===== config.mk =====
export PLATFORM = sky130hd
export DESIGN_NAME = play_receiver_fd
export DESIGN_NICKNAME = d
export VERILOG_FILES = /design/src/rtl/play_receiver_fd_pkg.sv /design/src/rtl/play_receiver_fd_rx.sv /design/src/rtl/play_receiver_fd.sv
export SDC_FILE = /design/constraint.sdc
export NUM_CORES = 1
export LEC_CHECK = 0
export ABC_AREA = 0
export ABC_CLOCK_PERIOD_IN_PS = 2150
export CORE_UTILIZATION = 30
export CTS_CLUSTER_DIAMETER = 50
export DETAILED_ROUTE_END_ITERATION = 7
export PLACE_DENSITY_LB_ADDON = 0.1
export SLEW_MARGIN = 10
export SYNTH_ARGS = -nofsm -noshare
export SYNTH_HDL_FRONTEND = slang
export SYNTH_SLANG_ARGS = --single-unit

===== constraint.sdc =====
create_clock -name clock -period 2.15 [get_ports clock]
set_input_delay 0.43 -clock clock [delete_from_list [all_inputs] [get_ports clock]]
set_output_delay 0.43 -clock clock [all_outputs]
set_load 0.01 [all_outputs]

===== src/rtl/play_receiver_fd_pkg.sv =====
// play_receiver_fd_pkg: ASCII codes, FSM encodings and frame layout shared by the play-report receiver.
package play_receiver_fd_pkg;

    localparam logic [6:0] ASCII_HASH = 7'h23;
    localparam logic [6:0] ASCII_CIF  = 7'h24;
    localparam logic [6:0] ASCII_0    = 7'h30;
    localparam logic [6:0] ASCII_3    = 7'h33;
    localparam logic [6:0] ASCII_J    = 7'h4A;
    localparam logic [6:0] ASCII_Z    = 7'h5A;
    localparam logic [6:0] ASCII_Y    = 7'h59;
    localparam logic [6:0] ASCII_R    = 7'h52;
    localparam logic [6:0] ASCII_L    = 7'h4C;
    localparam logic [6:0] ASCII_A    = 7'h41;
    localparam logic [6:0] ASCII_B    = 7'h42;
    localparam logic [6:0] ASCII_C    = 7'h43;
    localparam logic [6:0] ASCII_D    = 7'h44;

    localparam int FRAME_BOTAO = 21;
    localparam int FRAME_CIF   = 14;
    localparam int FRAME_POS   = 7;
    localparam int FRAME_HASH  = 0;

    typedef enum logic [1:0] {ESPERA_BOTAO, ESPERA_CIF, ESPERA_POS, ESPERA_HASH} frame_state_t;
    typedef enum logic [2:0] {RX_IDLE, RX_START, RX_DATA, RX_PAR, RX_STOP} rx_state_t;

    function automatic logic [8:0] letter_onehot(input logic [6:0] c);
        logic [8:0] oh;
        oh = 9'b0;
        case (c)
            ASCII_J: oh[0] = 1'b1;
            ASCII_Z: oh[1] = 1'b1;
            ASCII_Y: oh[2] = 1'b1;
            ASCII_R: oh[3] = 1'b1;
            ASCII_L: oh[4] = 1'b1;
            ASCII_A: oh[5] = 1'b1;
            ASCII_B: oh[6] = 1'b1;
            ASCII_C: oh[7] = 1'b1;
            ASCII_D: oh[8] = 1'b1;
            default: oh = 9'b0;
        endcase
        return oh;
    endfunction

endpackage


===== src/rtl/play_receiver_fd_rx.sv =====
// rx_serial_7E1: 7E1 UART character receiver, strobes char_ok/char_bad at the stop-bit mid-sample.
module rx_serial_7E1
    import play_receiver_fd_pkg::*;
#(
    parameter int CLKS_PER_BIT = 434
) (
    input  logic       clock,
    input  logic       reset,
    input  logic       zera,
    input  logic       rx,
    output logic [6:0] dados_ascii,
    output logic       char_ok,
    output logic       char_bad,
    output logic       ocupado
);

    localparam int CW   = $clog2(CLKS_PER_BIT);
    localparam int HALF = CLKS_PER_BIT / 2;

    logic            rx_s1_q, rx_s2_q, rx_s3_q;
    rx_state_t       st_q, st_d;
    logic [CW-1:0]   cnt_q, cnt_d;
    logic [2:0]      idx_q, idx_d;
    logic [6:0]      sh_q, sh_d, dados_q, dados_d;
    logic            par_q, par_d, ok_q, ok_d, bad_q, bad_d;
    logic            bit_end;

    always_ff @(posedge clock or negedge reset) begin
        if (!reset) begin
            rx_s1_q <= 1'b1;
            rx_s2_q <= 1'b1;
            rx_s3_q <= 1'b1;
        end else if (zera) begin
            rx_s1_q <= 1'b1;
            rx_s2_q <= 1'b1;
            rx_s3_q <= 1'b1;
        end else begin
            rx_s1_q <= rx;
            rx_s2_q <= rx_s1_q;
            rx_s3_q <= rx_s2_q;
        end
    end

    always_ff @(posedge clock or negedge reset) begin
        if (!reset) begin
            st_q    <= RX_IDLE;
            cnt_q   <= '0;
            idx_q   <= '0;
            sh_q    <= '0;
            par_q   <= 1'b0;
            dados_q <= '0;
            ok_q    <= 1'b0;
            bad_q   <= 1'b0;
        end else if (zera) begin
            st_q    <= RX_IDLE;
            cnt_q   <= '0;
            idx_q   <= '0;
            sh_q    <= '0;
            par_q   <= 1'b0;
            dados_q <= '0;
            ok_q    <= 1'b0;
            bad_q   <= 1'b0;
        end else begin
            st_q    <= st_d;
            cnt_q   <= cnt_d;
            idx_q   <= idx_d;
            sh_q    <= sh_d;
            par_q   <= par_d;
            dados_q <= dados_d;
            ok_q    <= ok_d;
            bad_q   <= bad_d;
        end
    end

    assign bit_end = cnt_q == CW'(CLKS_PER_BIT - 1);

    always_comb begin
        st_d    = st_q;
        cnt_d   = cnt_q + 1'b1;
        idx_d   = idx_q;
        sh_d    = sh_q;
        par_d   = par_q;
        dados_d = dados_q;
        ok_d    = 1'b0;
        bad_d   = 1'b0;
        case (st_q)
            RX_IDLE: begin
                cnt_d = '0;
                if (!rx_s2_q && rx_s3_q) st_d = RX_START;
            end
            RX_START: if (cnt_q == CW'(HALF - 1)) begin
                cnt_d = '0;
                idx_d = '0;
                st_d  = rx_s2_q ? RX_IDLE : RX_DATA;
            end
            RX_DATA: if (bit_end) begin
                cnt_d = '0;
                sh_d  = {rx_s2_q, sh_q[6:1]};
                idx_d = idx_q + 1'b1;
                if (idx_q == 3'd6) st_d = RX_PAR;
            end
            RX_PAR: if (bit_end) begin
                cnt_d = '0;
                par_d = rx_s2_q;
                st_d  = RX_STOP;
            end
            RX_STOP: if (bit_end) begin
                // even parity: data plus parity bit must XOR to zero
                cnt_d   = '0;
                st_d    = RX_IDLE;
                dados_d = sh_q;
                ok_d    = rx_s2_q && !(^{sh_q, par_q});
                bad_d   = !(rx_s2_q && !(^{sh_q, par_q}));
            end
            default: st_d = RX_IDLE;
        endcase
    end

    assign dados_ascii = dados_q;
    assign char_ok     = ok_q;
    assign char_bad    = bad_q;
    assign ocupado     = st_q != RX_IDLE;

endmodule


===== src/rtl/play_receiver_fd.sv =====
// play_receiver_fd: parses "<letter>$<digit>#" play frames from the 7E1 link into frame/cmd/pos.
module play_receiver_fd
    import play_receiver_fd_pkg::*;
#(
    parameter int CLKS_PER_BIT = 434,
    parameter int TIMEOUT_BITS = 40
) (
    input  logic        clock,
    input  logic        reset,
    input  logic        zera,
    input  logic        rx,
    output logic [27:0] frame,
    output logic [8:0]  cmd,
    output logic [1:0]  pos,
    output logic        pronto,
    output logic        erro,
    output logic        recebendo
);

    localparam int LIMIT = TIMEOUT_BITS * CLKS_PER_BIT;
    localparam int TW    = $clog2(LIMIT + 1);

    logic [6:0]   ch;
    logic         ch_ok, ch_bad, ocupado, is_letter, is_pos;
    frame_state_t st_q, st_d;
    logic [6:0]   botao_q, botao_d, posc_q, posc_d;
    logic [27:0]  frame_q, frame_d;
    logic [8:0]   cmd_q, cmd_d;
    logic [1:0]   pos_q, pos_d;
    logic         pronto_q, pronto_d, erro_q, erro_d;
    logic [TW-1:0] tmo_q, tmo_d;

    rx_serial_7E1 #(.CLKS_PER_BIT(CLKS_PER_BIT)) u_rx (
        .clock      (clock),
        .reset      (reset),
        .zera       (zera),
        .rx         (rx),
        .dados_ascii(ch),
        .char_ok    (ch_ok),
        .char_bad   (ch_bad),
        .ocupado    (ocupado)
    );

    assign is_letter = |letter_onehot(ch);
    assign is_pos    = ch >= ASCII_0 && ch <= ASCII_3;

    always_ff @(posedge clock or negedge reset) begin
        if (!reset) begin
            st_q     <= ESPERA_BOTAO;
            botao_q  <= '0;
            posc_q   <= '0;
            frame_q  <= '0;
            cmd_q    <= '0;
            pos_q    <= '0;
            pronto_q <= 1'b0;
            erro_q   <= 1'b0;
            tmo_q    <= '0;
        end else if (zera) begin
            st_q     <= ESPERA_BOTAO;
            botao_q  <= '0;
            posc_q   <= '0;
            frame_q  <= '0;
            cmd_q    <= '0;
            pos_q    <= '0;
            pronto_q <= 1'b0;
            erro_q   <= 1'b0;
            tmo_q    <= '0;
        end else begin
            st_q     <= st_d;
            botao_q  <= botao_d;
            posc_q   <= posc_d;
            frame_q  <= frame_d;
            cmd_q    <= cmd_d;
            pos_q    <= pos_d;
            pronto_q <= pronto_d;
            erro_q   <= erro_d;
            tmo_q    <= tmo_d;
        end
    end

    always_comb begin
        st_d     = st_q;
        botao_d  = botao_q;
        posc_d   = posc_q;
        frame_d  = frame_q;
        cmd_d    = cmd_q;
        pos_d    = pos_q;
        pronto_d = 1'b0;
        erro_d   = 1'b0;
        // only idle line time between characters counts towards the timeout
        tmo_d    = (ch_ok || ch_bad || ocupado || st_q == ESPERA_BOTAO) ? '0 :
                   (tmo_q == TW'(LIMIT)) ? tmo_q : tmo_q + 1'b1;
        if (ch_bad) begin
            if (st_q != ESPERA_BOTAO) begin
                erro_d = 1'b1;
                st_d   = ESPERA_BOTAO;
            end
        end else if (ch_ok) begin
            case (st_q)
                ESPERA_BOTAO: if (is_letter) begin
                    botao_d = ch;
                    st_d    = ESPERA_CIF;
                end
                ESPERA_CIF: begin
                    erro_d  = ch != ASCII_CIF;
                    botao_d = is_letter ? ch : botao_q;
                    st_d    = ch == ASCII_CIF ? ESPERA_POS : is_letter ? ESPERA_CIF : ESPERA_BOTAO;
                end
                ESPERA_POS: begin
                    erro_d = !is_pos;
                    posc_d = is_pos ? ch : posc_q;
                    st_d   = is_pos ? ESPERA_HASH : ESPERA_BOTAO;
                end
                ESPERA_HASH: begin
                    st_d = ESPERA_BOTAO;
                    if (ch == ASCII_HASH) begin
                        frame_d[FRAME_BOTAO +: 7] = botao_q;
                        frame_d[FRAME_CIF   +: 7] = ASCII_CIF;
                        frame_d[FRAME_POS   +: 7] = posc_q;
                        frame_d[FRAME_HASH  +: 7] = ASCII_HASH;
                        cmd_d    = letter_onehot(botao_q);
                        pos_d    = posc_q[1:0];
                        pronto_d = 1'b1;
                    end else begin
                        erro_d = 1'b1;
                    end
                end
                default: st_d = ESPERA_BOTAO;
            endcase
        end else if (st_q != ESPERA_BOTAO && tmo_q == TW'(LIMIT)) begin
            erro_d = 1'b1;
            st_d   = ESPERA_BOTAO;
        end
    end

    assign frame     = frame_q;
    assign cmd       = cmd_q;
    assign pos       = pos_q;
    assign pronto    = pronto_q;
    assign erro      = erro_q;
    assign recebendo = st_q != ESPERA_BOTAO;

endmodule


==> flow_summary.toml, run 1 <==
[synthesis]
synthArstFlopShare_pct = 100
synth_most_common_cell = "dfrtp_1"
synthXorXnorAreaFrac_pct = 5.44
yosys_warnings = 0
synth_mux_area_share_pct = 3.58
ys_top_cells_by_area = "dfrtp_1, nor2_1, nand2_1"
synth_compound_area_share_pct = 9.10
synth_flop_cell = "dfrtp_1"
synth.distinct_cells = 57
synth_top_family_by_area = "simple AND/OR/NAND/NOR gates"
synth-seq-area-share_pct = 51.1
yosys.area_share.simple_pct = 23.2
syn_inst = 469
synth_top_area_share_pct = 49.4
synth.ff_latch_count = 92
synthAdderAreaFrac_pct = 1.94
synth_area_per_cell_um2 = 9.62
synth_edf_count = 0
netlist_area_um2 = 4510
yosys.area.top_type = "dfrtp_1"
synth_common_cells = "dfrtp_1, nor2_1, nand2_1, a21oi_1, clkbuf_1"

[clocking]
ctsHtreeMaxLevel = 3
cts_root_buf = "clkbuf_16"
cts_buffers = 9
post-cts-setup-buffer-count = 0
cts.sinks = 92
clkTransAtPathRegs_ns = 0.06
cts_max_path_buffers = 2
hold_buffers = 0
cts_tree = "yes"
clk_latency_ns = 0.34

[global_route]
grt.overflow.total = 0
grt_max_degree = 93
track_usage_pct = 13.7
grt_pass1_vias = 3368
grt_pass1_wl_um = 17100
antenna_found_initial = 0

[setup_path]
critPathCaptureType = "flip-flop"
slowest_delay_ns = 0.60
cp_num_buf_inv = 0
critPathRequiredTime_ns = 2.37
crit_top_cell = "or4_1"
cp.arrival_ns = 2.29
crit_type = "flip-flop to flip-flop"
cp_slowest_cell = "or4_1"
crit_family = "simple AND/OR/NAND/NOR gates"
cp-start-kind = "flip-flop"
worstPathCellList = "or4_1 > or4_1 > and2_4 > a221o_1"
path_max_fanout = 3

[place]
place.gp.congestion = 0.776
hpwl_um = 6690
portBuffers = 36
dpl.cell_count = 687

[routing]
first_pass_iters = 4
drt_iter0_drc = 211
wirelength_um = 9770
wl_per_cell_um = 13.9
drc = 0
vias = 3322
viasPerCell = 4.73
antenna_left = 0

[cells_and_area]
fin_cells = 703
drive_gt1_share_pct = 11.2
area_growth_pct = 21.1
fin_nets = 525
num-fill-cells = 1443
antenna_cells = 0

[floorplanning]
core_area_um2 = 14600
io_pins = 46
die_width_um = 125
rows = 44
initial_core_util_pct = 30.9
die_y_um = 125
die-area_um2 = 15500

[power_and_ir_drop]
power_leakage_nw = 2.33
powerDensity_nw_per_um2 = 685
ir_drop_uv = 343

[timing]
worstMarginPinSlew_ns = 0.563
tns_ns = 0
fin_skew_ns = 0.00713
period_needed_ns = 2.06
hold_viol_final = 0
rsz0062_at_grt = "no"
fmax_ghz = 0.485
drv_slew = 0
setup_viol = 0
maxSlewHeadroom_pct = 62.4
finalCritPeriodShare_pct = 96.0

[run_status]
status = "complete, no violations"

[min_path]
hp-class = "input pin to async pin"

[job]
maxCapViolations = 0
flip-flops by register name, summed over array words and instances (netlist names), 2 cells and up:
name and count:
botao_q 7, cmd 9, frame 14, posc_q 7, st_q 2, tmo_q 15
u_rx.cnt_q 9, u_rx.dados_ascii 7, u_rx.idx_q 3, u_rx.sh_q 7, u_rx.st_q 3
cell type report:
type	instances	area (µm²)	area share, %
timing repair buffer	63	568	10.4
sequential	92	2310	42.2
multi-input combinational	334	2000	36.7
inverter	14	52.6	0.962
clock inverter	4	47.5	0.870
clock buffer	12	256	4.69
tap	184	230	4.21
final timing paths:
check / start / end / slack, ns / depth (start not counted)
setup / recovery: tmo_q[11] / st_q[0] / 0.09 / 4
hold / removal: reset / tmo_q[9] / 0.10 / 2
setup reg to reg: tmo_q[11] / st_q[0] / 0.09 / 4
hold reg to reg: posc_q[6] / posc_q[6] / 0.49 / 1
max in group asynchronous: reset / cmd[1] / 1.58 / 2
min in group clock: posc_q[6] / posc_q[6] / 0.49 / 1
through the flow:
step | utilization (%) | total power, mW | instance area (µm²) | hold slack [ns] | setup WS, ns
6_report | 37.5 | 3.75 | 5460 | 0.102 | 0.0869
5_1_grt | 37.5 | 3.92 | 5460 | 0.188 | 0.00874
3_5_place_dp | 35.2 | 2.16 | 5140 | 0.471 | 0.0824
3_3_place_gp | 35.2 | 2.15 | 5140 | 0.474 | 0.132
2_1_floorplan | - | 2.04 | 4540 | 0.134 | 0.0878
4_1_cts | 37.3 | 3.81 | 5450 | 0.163 | 0.0406
kinds of logic (layout without fill, tap and decap cells):
| kind of cell | count (synthesis) | in the layout |
|---|---|---|
| xor gates and xnor gates | 28 | 28 |
| buffers and inverters | 51 | 93 |
| DFF | 92 | 92 |
| and+or+nand+nor | 213 | 213 |
| other | 1 | 9 |
| adders and majority gates | 7 | 7 |
| muxes | 16 | 16 |
| AOI/OAI and AO/OA | 61 | 61 |
routing by layer:
| metal | routed length, µm | vias to the layer above | part of all wire, % | global-route usage, % |
|---|---|---|---|---|
| met5 | 0 | - | 0 | 0 |
| met4 | 145 | 0 | 1.5 | 4.11 |
| met3 | 275 | 10 | 2.8 | 3.91 |
| met2 | 4400 | 41 | 45 | 20.5 |
| met1 | 4950 | 1607 | 51 | 19.0 |
| li1 | - | 1664 | - | - |
report_power, final:
part           internal (mW)  switching, mW  total, mW
Combinational          0.127          0.209      0.336
Clock                  0.961          0.662       1.62
Sequential              1.76         0.0248       1.79
worst register-to-register path, delay by kind of cell, from the launching register on:
kind,cells,cell delay (ns)
and+or+nand+nor,3,1.28
DFF,1,0.38
AOI/OAI and AO/OA,1,0.29
cells in the final DEF (no fill, tap or decap), drive strengths merged, types with 4 or more instances in the layout:
master and n:
nand3 15, or4 4, conb 9, dfrtp 89
ha 7, and2 4, or2 4, nor2b 7
clkdlybuf4s50 34, a21oi 25, nor3b 5, nand4 8
inv 14, nand2b 5, nand4b 4, clkbuf 12
o21ai 9, buf 29, and3 5, nor2 66
nor3 9, mux2i 15, xor2 12, xnor2 16
nand2 61
timing repair:
| action | 4_1_cts | 5_1_grt |
|---|---|---|
| resized for setup | 1 | 3 |
| cloned | 0 | 0 |
| endpoints found under the setup margin | 1 | 12 |
No activity file was read; power rests on OpenSTA's default activity.
==> inputs of run 2 (changes only) <==
Settings changed: ABC_CLOCK_PERIOD_IN_PS 2150 to 2400.
Clock period 2.15 ns to 2.4 ns, I/O delays scaled along.
==> flow_summary.toml, run 2 (synthesis results as in run 1) <==
[run_status]
status = "complete, no violations"

[timing]
whs_ns = 0.0723
rsz0062_at_grt = "no"
timing.final.ws_setup_ns = 0.196
finalCritPeriodShare_pct = 91.9
maxSlewHeadroom_pct = 61.6
hold_viol_final = 0
drv_slew = 0
fin_skew_ns = 0.00344
fmax_ghz = 0.454
tns_ns = 0
worstMarginPinSlew_ns = 0.569
period_needed_ns = 2.20
setup_viol = 0

[clocking]
post-cts-setup-buffer-count = 0
hold_buffers = 0
clkTransAtPathRegs_ns = 0.06
cts.sinks = 92
cts_root_buf = "clkbuf_16"
cts_buffers = 9
cts_tree = "yes"
cts_max_path_buffers = 2
postCtsResizedCells = 0
clk_latency_ns = 0.34
ctsHtreeMaxLevel = 3

[cells_and_area]
drive_gt1_share_pct = 9.73
area_growth_pct = 20.1
num-fill-cells = 1446
fin_cells = 698
top_register = "tmo_q"
antenna_cells = 0
fin_nets = 520
final_cell_mix = "dfrtp_1, nor2_1, nand2_1"
largest_register_ffs = 15
final_common_cell = "dfrtp_1"

[power_and_ir_drop]
p_total_mw = 3.42
powerDensity_nw_per_um2 = 630
power_leakage_nw = 2.30
ir_drop_uv = 337

[global_route]
antenna_found_initial = 0
met2_usage_pct = 19.5
grt_pass1_wl_um = 16900
grt.overflow.total = 0
grt_pass1_vias = 3285
grt_max_degree = 40
met1_usage_pct = 19.4
grtUsageMet3_pct = 4.12
busiest_layer = "met2"
track_usage_pct = 13.6

[setup_path]
critPathCaptureType = "output port"
path_max_fanout = 9
worstPathCellList = "nor2_1 > inv_1 > clkdlybuf4s50_1"
cp-start-kind = "flip-flop"
crit_type = "flip-flop to output port"
cp_slowest_cell = "dfrtp_1"
reg2regPathDepth = 5
path_depth = 3
cp.arrival_ns = 1.72
critPathRequiredTime_ns = 1.92
slowest_delay_ns = 0.49
crit_family = "buffers and inverters"
cp_num_buf_inv = 2

[place]
pre_cts_ws_ns = 0.315
dpl.cell_count = 682
hpwl_um = 6740
portBuffers = 36
place.gp.congestion = 0.769

[routing]
drc = 0
wl_per_cell_um = 14.0
drt_iter0_drc = 150
vias = 3342
wirelength_um = 9760
viasPerCell = 4.79
antenna_left = 0
first_pass_iters = 4

[job]
maxCapViolations = 0

[floorplanning]
die_width_um = 125
die_y_um = 125
initial_core_util_pct = 30.9
die-area_um2 = 15500
core_area_um2 = 14600
rows = 44
io_pins = 46

[min_path]
hp-class = "input pin to async pin"
## run 2: layout make-up
cell class                 instances  area [µm²]  share of cell area, %
sequential                        92        2310                   42.6
inverter                          14        52.6                  0.970
timing repair buffer              58         531                   9.79
multi-input combinational        334        1980                   36.6
tap                              184         230                   4.25
clock inverter                     6        87.6                   1.62
clock buffer                      10         229                   4.23
## run 2: path summary, 6_finish.rpt
check                               from  slack [ns]           end
max                              st_q[1]        0.20     recebendo
min                                reset        0.07      tmo_q[7]
max reg2reg                u_rx.cnt_q[2]        0.30  u_rx.st_q[1]
min reg2reg                    posc_q[2]        0.50     posc_q[2]
max in group asynchronous          reset        1.65        cmd[4]
min in group clock                  zera        0.41  u_rx.rx_s3_q
## run 2: worst reg2reg max path, cell delays in order (launching register included)
cell      delay (ns)
dfrtp_1         0.42
nand4b_1        0.20
or4_1           0.56
a311oi_1        0.51
nand2b_1        0.10
a22o_1          0.19
## run 2: per-stage QoR
stage	cell area (µm²)	util [%]
after floorplan	4540	-
after global placement	5100	35.0
after detailed placement	5100	35.0
after CTS	5420	37.1
after global routing	5420	37.1
final	5420	37.1
## run 2: power by group
part	internal (mW)	total [mW]	switching [mW]
logic	0.104	0.289	0.185
clock network	0.915	1.53	0.612
registers	1.58	1.60	0.0225
total	2.60	3.42	0.819
## run 2: metal layers
layer  wire length [µm]  part of all wire, %
met1               5100                   52
met2               4210                   43
met3                317                  3.2
met4                132                  1.4
met5                  0                    0
==> inputs of run 3 (changes only) <==
Settings changed: PLACE_DENSITY_LB_ADDON 0.1 to not set.
==> flow_summary.toml, run 3 (synthesis results as in run 1) <==
[setup_path]
cp.arrival_ns = 1.70
critPathRequiredTime_ns = 1.92
path_max_fanout = 9
critPathCaptureType = "output port"
crit_type = "flip-flop to output port"
worstPathCellList = "nor2_1 > inv_1 > clkdlybuf4s50_1"
cp_slowest_cell = "dfrtp_1"
cp_num_buf_inv = 2
cp-start-kind = "flip-flop"
crit_family = "buffers and inverters"
slowest_delay_ns = 0.48

[timing]
maxSlewHeadroom_pct = 56.3
worstMarginPinSlew_ns = 0.646
fmax_ghz = 0.458
fin_skew_ns = 0.00679
drv_slew = 0
setup_viol = 0
period_needed_ns = 2.18
tns_ns = 0
hold_viol_final = 0
finalCritPeriodShare_pct = 90.9
rsz0062_at_grt = "no"

[job]
maxCapViolations = 0

[cells_and_area]
largest_register_ffs = 15
drive_gt1_share_pct = 8.30
top_register = "tmo_q"
area_growth_pct = 18.7
design_area_um2 = 5360
final_cell_mix = "dfrtp_1, nor2_1, nand2_1"
fin_nets = 512
final_common_cell = "dfrtp_1"
antenna_cells = 0

[floorplanning]
io_pins = 46
die-area_um2 = 15500
die_y_um = 125
initial_core_util_pct = 30.9
core_area_um2 = 14600
rows = 44
die_width_um = 125

[clocking]
cts_buffers = 9
cts_max_path_buffers = 2
post-cts-setup-buffer-count = 0
ctsHtreeMaxLevel = 3
clkTransAtPathRegs_ns = 0.07
cts_root_buf = "clkbuf_16"
clk_latency_ns = 0.34
postCtsResizedCells = 0
cts.sinks = 92
cts_tree = "yes"
hold_buffers = 0

[power_and_ir_drop]
ir_drop_uv = 295
internal-power_mw = 2.49
powerDensity_nw_per_um2 = 616
p_seq_share_pct = 49.1
power_switching_mw = 0.812
pwr-share-comb_pct = 7.7
swShare_pct = 24.6
clock_power_share_pct = 43.2
power_leakage_nw = 2.25

[place]
portBuffers = 36
place.gp.congestion = 0.756
hpwl_um = 6090
postPlaceCellArea_um2 = 5050

[global_route]
antenna_found_initial = 0
grt_pass1_wl_um = 15600
grt_pass1_vias = 3215
track_usage_pct = 12.0
grt.overflow.total = 0
grt_max_degree = 62

[routing]
antenna_left = 0
wl_per_cell_um = 12.7
wirelength_um = 8770
drt_iter0_drc = 296
first_pass_iters = 5
viasPerCell = 4.78
vias = 3295
drc = 0

[min_path]
hp-class = "input pin to async pin"

[run_status]
status = "complete, no violations"
-- run 3: changes by cell type in the layout (fill, tap and decap cells not counted) --
cell,change
clkinv_2,-2
buf_4,-9
buf_12,+1
clkinvlp_4,+1
clkinv_4,+2
bufinv_16,-1
-- run 3: final timing paths --
path,startpoint,end,slack (ns),cells after the start
min in group clock,posc_q[3],posc_q[3],0.50,1
hold reg to reg,posc_q[3],posc_q[3],0.50,1
setup reg to reg,u_rx.dados_ascii[3],st_q[0],0.31,5
setup / recovery,st_q[1],recebendo,0.22,3
max in group asynchronous,reset,u_rx.rx_s2_q,1.61,2
hold / removal,reset,cmd[2],0.09,1
-- run 3: final cells by class --
| class | count | area, µm² |
|---|---|---|
| fillers | 1414 | 9230 |
| clock buffers | 10 | 229 |
| clock inverters | 6 | 72.6 |
| multi-input cells | 334 | 1980 |
| inverters | 14 | 52.6 |
| repair buffers | 50 | 483 |
| well taps | 184 | 230 |
| flip-flops and latches | 92 | 2310 |
-- run 3: layer usage --
metal | track usage, % | vias up | routed length (µm) | part of all wire (%)
li1 | - | 1652 | - | -
met1 | 16.4 | 1590 | 4290 | 49
met2 | 19.0 | 45 | 4150 | 47
met3 | 1.93 | 8 | 209 | 2.4
met4 | 4.89 | 0 | 116 | 1.3
met5 | 0 | - | 0 | 0
-- run 3: per-stage QoR --
stage	worst slack, ns	util, %	instances	hold slack (ns)	total power, mW
3_5_place_dp	0.271	34.6	674	0.475	1.90
5_1_grt	0.0986	36.7	690	0.123	3.46
3_3_place_gp	0.327	34.6	674	0.468	1.89
6_report	0.217	36.7	690	0.0898	3.30
4_1_cts	0.191	36.7	690	0.104	3.35
2_1_floorplan	0.338	-	477	0.184	1.83
-- run 3: power by group through the flow --
stage / clock (mW) / combinational (mW) / sequential, mW
detailed placement: 0 / 0.256 / 1.65
floorplan: 0 / 0.207 / 1.62
global route: 1.54 / 0.296 / 1.63
CTS: 1.47 / 0.257 / 1.62
global placement: 0 / 0.249 / 1.65
finish: 1.43 / 0.254 / 1.62
-- run 3: worst reg2reg max path: stages, from the launching register on --
cell      delay [ns]
dfrtp_1         0.44
nor3b_1         0.39
a21boi_0        0.23
or4_1           0.52
a221oi_1        0.30
a221o_1         0.15
==> RTL change 1 (config.mk and constraints of run 1) <==
Add an input register stage for `zera` and `rx`, without a reset; this delays them by one clock.
--- a/src/rtl/play_receiver_fd.sv
+++ b/src/rtl/play_receiver_fd.sv
@@ -20,6 +20,14 @@
     localparam int LIMIT = TIMEOUT_BITS * CLKS_PER_BIT;
     localparam int TW    = $clog2(LIMIT + 1);
 
+    logic zera_q;
+    logic rx_q;
+
+    always_ff @(posedge clock) begin
+        zera_q <= zera;
+        rx_q   <= rx;
+    end
+
     logic [6:0]   ch;
     logic         ch_ok, ch_bad, ocupado, is_letter, is_pos;
     frame_state_t st_q, st_d;
@@ -33,8 +41,8 @@
     rx_serial_7E1 #(.CLKS_PER_BIT(CLKS_PER_BIT)) u_rx (
         .clock      (clock),
         .reset      (reset),
-        .zera       (zera),
-        .rx         (rx),
+        .zera       (zera_q),
+        .rx         (rx_q),
         .dados_ascii(ch),
         .char_ok    (ch_ok),
         .char_bad   (ch_bad),
@@ -55,7 +63,7 @@
             pronto_q <= 1'b0;
             erro_q   <= 1'b0;
             tmo_q    <= '0;
-        end else if (zera) begin
+        end else if (zera_q) begin
             st_q     <= ESPERA_BOTAO;
             botao_q  <= '0;
             posc_q   <= '0;
Formal check against the unedited RTL: same outputs for any inputs over 10 cycles, from zero or initial values and one cycle with reset low; that may be too few to reach the edited logic, so the function may still have changed.
==> RTL change 1 against run 1 <==
Routed wire length down 7.9%. Worst setup slack worse by 23 ps. Sequential cell count up 2. Die area down 1.5%. Via count down 6.2%. Synthesized area down 1.6%. Final area down 0.60%. Clock power up 12%. Power up 6.4%.
==> RTL change 1: results (changes against run 1) <==
| Metric | Value |
|---|---|
| Sw power | `0.9109 mW (was 0.8957 mW)` |
| XOR/XNOR Fraction of Synth Area | `5.324% (was 5.435%)` |
| Final net count | `488 (was 525)` |
| Largest register FFs | `15 (unchanged)` |
| Leading post-synthesis cells by cell area | `dfrtp_1 (50%), nand2_1 (4.2%), nor2_1 (4.1%) (was dfrtp_1 (49%), nor2_1 (5.5%), nand2_1 (5.1%))` |
| Max IR drop VDD | `434.8 uV (was 343.4 uV)` |
| Worst-path fanout max | `6 (was 3)` |
| Initial antenna violation count | `0 (unchanged)` |
| GRT Util Overall | `13.26% (was 13.68%)` |
| Synth async-reset ratio | `97.87% (was 100.0%)` |
| Placed Area | `5042 sq um (was 5140 sq um)` |
| Post-Place Cells | `647 (was 687)` |
| Delay-heaviest family, CP | `buffers and inverters (was simple AND/OR/NAND/NOR gates)` |
| Clk_skew | `9.439 ps (was 7.132 ps)` |
| Met2 Use GR | `20.63% (was 20.51%)` |
| Yosys warnings | `0 (unchanged)` |
| GR Util met1 | `17.46% (was 19.03%)` |
| Clock Tree Buf Depth | `2 (unchanged)` |
| Port bufs | `36 (unchanged)` |
| Crit-path slowest cell | `clkdlybuf4s50_1 (was or4_1)` |
| CTS root buf | `clkbuf_16 (unchanged)` |
| Final hold vios | `0 (unchanged)` |
| N_diodes | `0 (unchanged)` |
| Complex-gate fraction of the synthesized area | `10.96% (was 9.096%)` |
| Vias in the first global route | `3,057 (was 3,368)` |
| Synth Area per Inst | `10.28 sq um (was 9.620 sq um)` |
| Status | `finished clean (unchanged)` |
| Pleak | `2.356 nW (was 2.328 nW)` |
| Largest Register | `tmo_q (unchanged)` |
| Sequential element share of the synthesized area | `52.82% (was 51.11%)` |
| Count of different cell masters after synthesis | `60 (was 57)` |
| 1st-pass router iterations | `4 (unchanged)` |
| First-pass GRT wire length | `15,450 um (was 17,080 um)` |
| CTS Buf Count | `9 (unchanged)` |
| Post-DP HPWL | `6281 um (was 6688 um)` |
| Final std cells w/o fill | `666 (was 703)` |
| Synth cell count leaders | `dfrtp_1 (89), nand2_1 (50), nor2_1 (48) (was dfrtp_1 (89), nor2_1 (66), nand2_1 (61))` |
| Worst path max stage delay | `500 ps (was 600 ps)` |
| WL final | `8994 um (was 9769 um)` |
| Routability cong. | `0.7592 (was 0.7756)` |
| M3 GR Usage | `4.258% (was 3.909%)` |
| Pre-CTS setup slack | `89.02 ps (was 82.44 ps)` |
| Crit path DAT | `1660 ps (was 2290 ps)` |
| Share of post-route cells with drive strength above 1 | `11.20% (was 11.18%)` |
| Post-synthesis mux area share | `3.634% (was 3.577%)` |
| Largest net degree at the start of global routing | `43 (was 93)` |
| Initial DRC Count | `131 (was 211)` |
| Routed vias/inst | `4.680 (was 4.725)` |
| Post-synthesis adder-cell area fraction | `1.972% (was 1.941%)` |
| Worst hold path type | `flip-flop to flip-flop (was input port to async pin)` |
| Clock transition at path regs | `70 ps` |
| CTS HTree Levels | `3 (unchanged)` |
| Worst skew pair latency | `340 ps (about the same)` |
-- RTL change 1: changes by cell type after synthesis, moves of 10 or more --
cell	before	now
nand2_1	61	50
nor2_1	66	48
a22o_1	3	13
a21oi_1	25	11
o21ai_0	6	17
-- RTL change 1: final timing paths --
path,cells past startpoint,startpoint,slack (ps),end
min,1,rx_q,420,u_rx.rx_s1_q
max in group asynchronous,3,reset,1090,u_rx.rx_s1_q
min in group asynchronous,2,reset,520,tmo_q[9]
min reg2reg,1,rx_q,420,u_rx.rx_s1_q
max reg2reg,5,tmo_q[3],90,st_q[0]
max,2,st_q[1],60,recebendo
-- RTL change 1: logic make-up after synthesis --
family	count (synthesis)
mux	16
buf+inv	45
compound gates	66
simple gates	176
other cells	1
fa+ha+maj	7
xor+xnor	27
flops	94
-- RTL change 1: final cells by class --
class                      count  area (sq um)
tap                          184         230.2
fill                        1408          9047
multi-input combinational    301          1892
clock buffer                  10         229.0
timing repair buffer          58         575.6
sequential                    94          2347
inverter                      13         48.80
clock inverter                 6         108.9
-- RTL change 1: routing by layer --
layer	up-vias	wire (um)
li1	1553	-
met1	1512	4493
met3	9	306
met5	-	0
met2	43	4101
met4	0	93
-- RTL change 1: what timing repair did --
action / in CTS / in global routing
setup buffers: 0 / 2
gates resized for setup: 0 / 1
hold endpoints to repair: 19 / 0
hold buffers: 1 / 0
endpoints found under the setup margin: 0 / 15
-- RTL change 1: worst register-to-register path, stage by stage (launching register included) --
cell      delay, ps
dfrtp_1         370
or4b_1          520
or4_1           680
a21boi_4        240
a21oi_2          70
o21ai_2         110
-- RTL change 1: power groups by stage --
stage | clock, mW | combinational [mW] | sequential, mW
6_report | 1.82 | 0.311 | 1.85
5_1_grt | 1.95 | 0.357 | 1.86
4_1_cts | 1.89 | 0.292 | 1.85
3_5_place_dp | 0 | 0.290 | 1.88
3_3_place_gp | 0 | 0.291 | 1.88
2_1_floorplan | 0 | 0.211 | 1.85
==> RTL change 2 (settings of run 1) <==
Without the edit above. `TIMEOUT_BITS`: 40 -> 80.
--- a/src/rtl/play_receiver_fd.sv
+++ b/src/rtl/play_receiver_fd.sv
@@ -3,7 +3,7 @@
     import play_receiver_fd_pkg::*;
 #(
     parameter int CLKS_PER_BIT = 434,
-    parameter int TIMEOUT_BITS = 40
+    parameter int TIMEOUT_BITS = 80
 ) (
     input  logic        clock,
     input  logic        reset,
Formal check against the unedited RTL: no difference found for any inputs over 10 cycles, from zero or initial values and one cycle with reset low; that may be too few to reach the edited logic, so the function may still have changed.
==> RTL change 2 against run 1 <==
The flow now finishes with violations (design-rule violations). Synthesized area is 1.1% higher. First-iteration DRC count rose by 4.7%. Power is 5.8% lower. Worst setup slack better by 23 ps. Non-clock buffer count shrank 1. Highest routed layer unchanged. Critical endpoint is now u_rx.cnt_q[2]. Routed wire length is 2.2% higher. Hold slack got worse by 95 ps. Combinational power down 44%. Final area increased by 0.96%. Sequential cell count rose by 1.
==> RTL change 2: results (changes against run 1) <==
| Metric | Value |
|---|---|
| Worst path max stage delay | `490 ps (was 600 ps)` |
| Placed Area | `5236 sq um (was 5140 sq um)` |
| Post-CTS sizing | `0 (was 1)` |
| Routability cong. | `0.7667 (was 0.7756)` |
| Final net count | `494 (was 525)` |
| Int Pwr | `2.739 mW (was 2.850 mW)` |
| WHS | `7.230 ps (was 101.8 ps)` |
| Post-Place Cells | `656 (was 687)` |
| Synth cell count leaders | `dfrtp_1 (90), nor2_1 (48), nand2_1 (33) (was dfrtp_1 (89), nor2_1 (66), nand2_1 (61))` |
| Max IR drop VDD | `421.0 uV (was 343.4 uV)` |
| Final std cells w/o fill | `672 (was 703)` |
| Final total power | `3.529 mW (was 3.745 mW)` |
| Share of post-route cells with drive strength above 1 | `13.11% (was 11.18%)` |
| Min Tclk post-route | `2040 ps (was 2063 ps)` |
| Post-DP HPWL | `7034 um (was 6688 um)` |
| Largest net degree at the start of global routing | `36 (was 93)` |
| Avg WL per Cell | `14.86 um (was 13.90 um)` |
| Initial DRC Count | `221 (was 211)` |
| GRT Util Overall | `13.91% (was 13.68%)` |
| 1st-pass router iterations | `6 (was 4)` |
| Pre-CTS setup slack | `-101.1 ps (was 82.44 ps)` |
| Headroom to the max-slew limit | `65.94% (was 62.37%)` |
| Sequential element share of the synthesized area | `51.08% (was 51.11%)` |
| Crit path DAT | `2250 ps (was 2290 ps)` |
| Count of different cell masters after synthesis | `60 (was 57)` |
| Fill cells | `1,460 (was 1,443)` |
| Status | `complete, but fails checks (was finished clean)` |
| DRC viols | `9 (was 0)` |
| Largest register FFs | `16 (was 15)` |
| Worst-case reg-to-reg path depth | `6 (was 4)` |
| Clk power | `1.56 mW (was 1.62 mW)` |
| Worst-path fanout max | `9 (was 3)` |
| R2R setup slack | `110 ps (was 90 ps)` |
| Sequential Power Share | `50.4% (was 47.7%)` |
| Synth Area per Inst | `10.59 sq um (was 9.620 sq um)` |
| Failing checks | `design-rule violations` |
| First-pass GRT wire length | `17,330 um (was 17,080 um)` |
| Delay-heaviest family, CP | `compound AO/OA/AOI/OAI gates (was simple AND/OR/NAND/NOR gates)` |
## RTL change 2: cell type report
cell class | count | area, sq um | share of cell area [%]
Clock buffer | 13 | 240.2 | 4.355
Multi-Input combinational cell | 302 | 2041 | 36.99
Inverter | 15 | 56.30 | 1.021
Timing Repair Buffer | 62 | 578.1 | 10.48
Sequential cell | 93 | 2331 | 42.25
Tap cell | 184 | 230.2 | 4.173
Clock inverter | 3 | 40.04 | 0.7258
## RTL change 2: logic make-up after synthesis
logic type | Yosys count | synth area share [%]
adders and majority gates | 7 | 1.919
muxes | 24 | 5.484
and+or+nand+nor | 176 | 21.36
AOI/OAI and AO/OA | 58 | 9.680
xor gates and xnor gates | 28 | 5.374
DFF | 93 | 51.08
buffers and inverters | 44 | 5.018
other | 1 | 0.08218
## RTL change 2: per-layer routing
metal	GRT usage [%]	up-vias	wire (um)
li1	-	1598	-
met1	19.45	1613	5097
met2	20.83	57	4418
met3	4.108	7	355
met4	3.874	0	114
met5	0	-	0
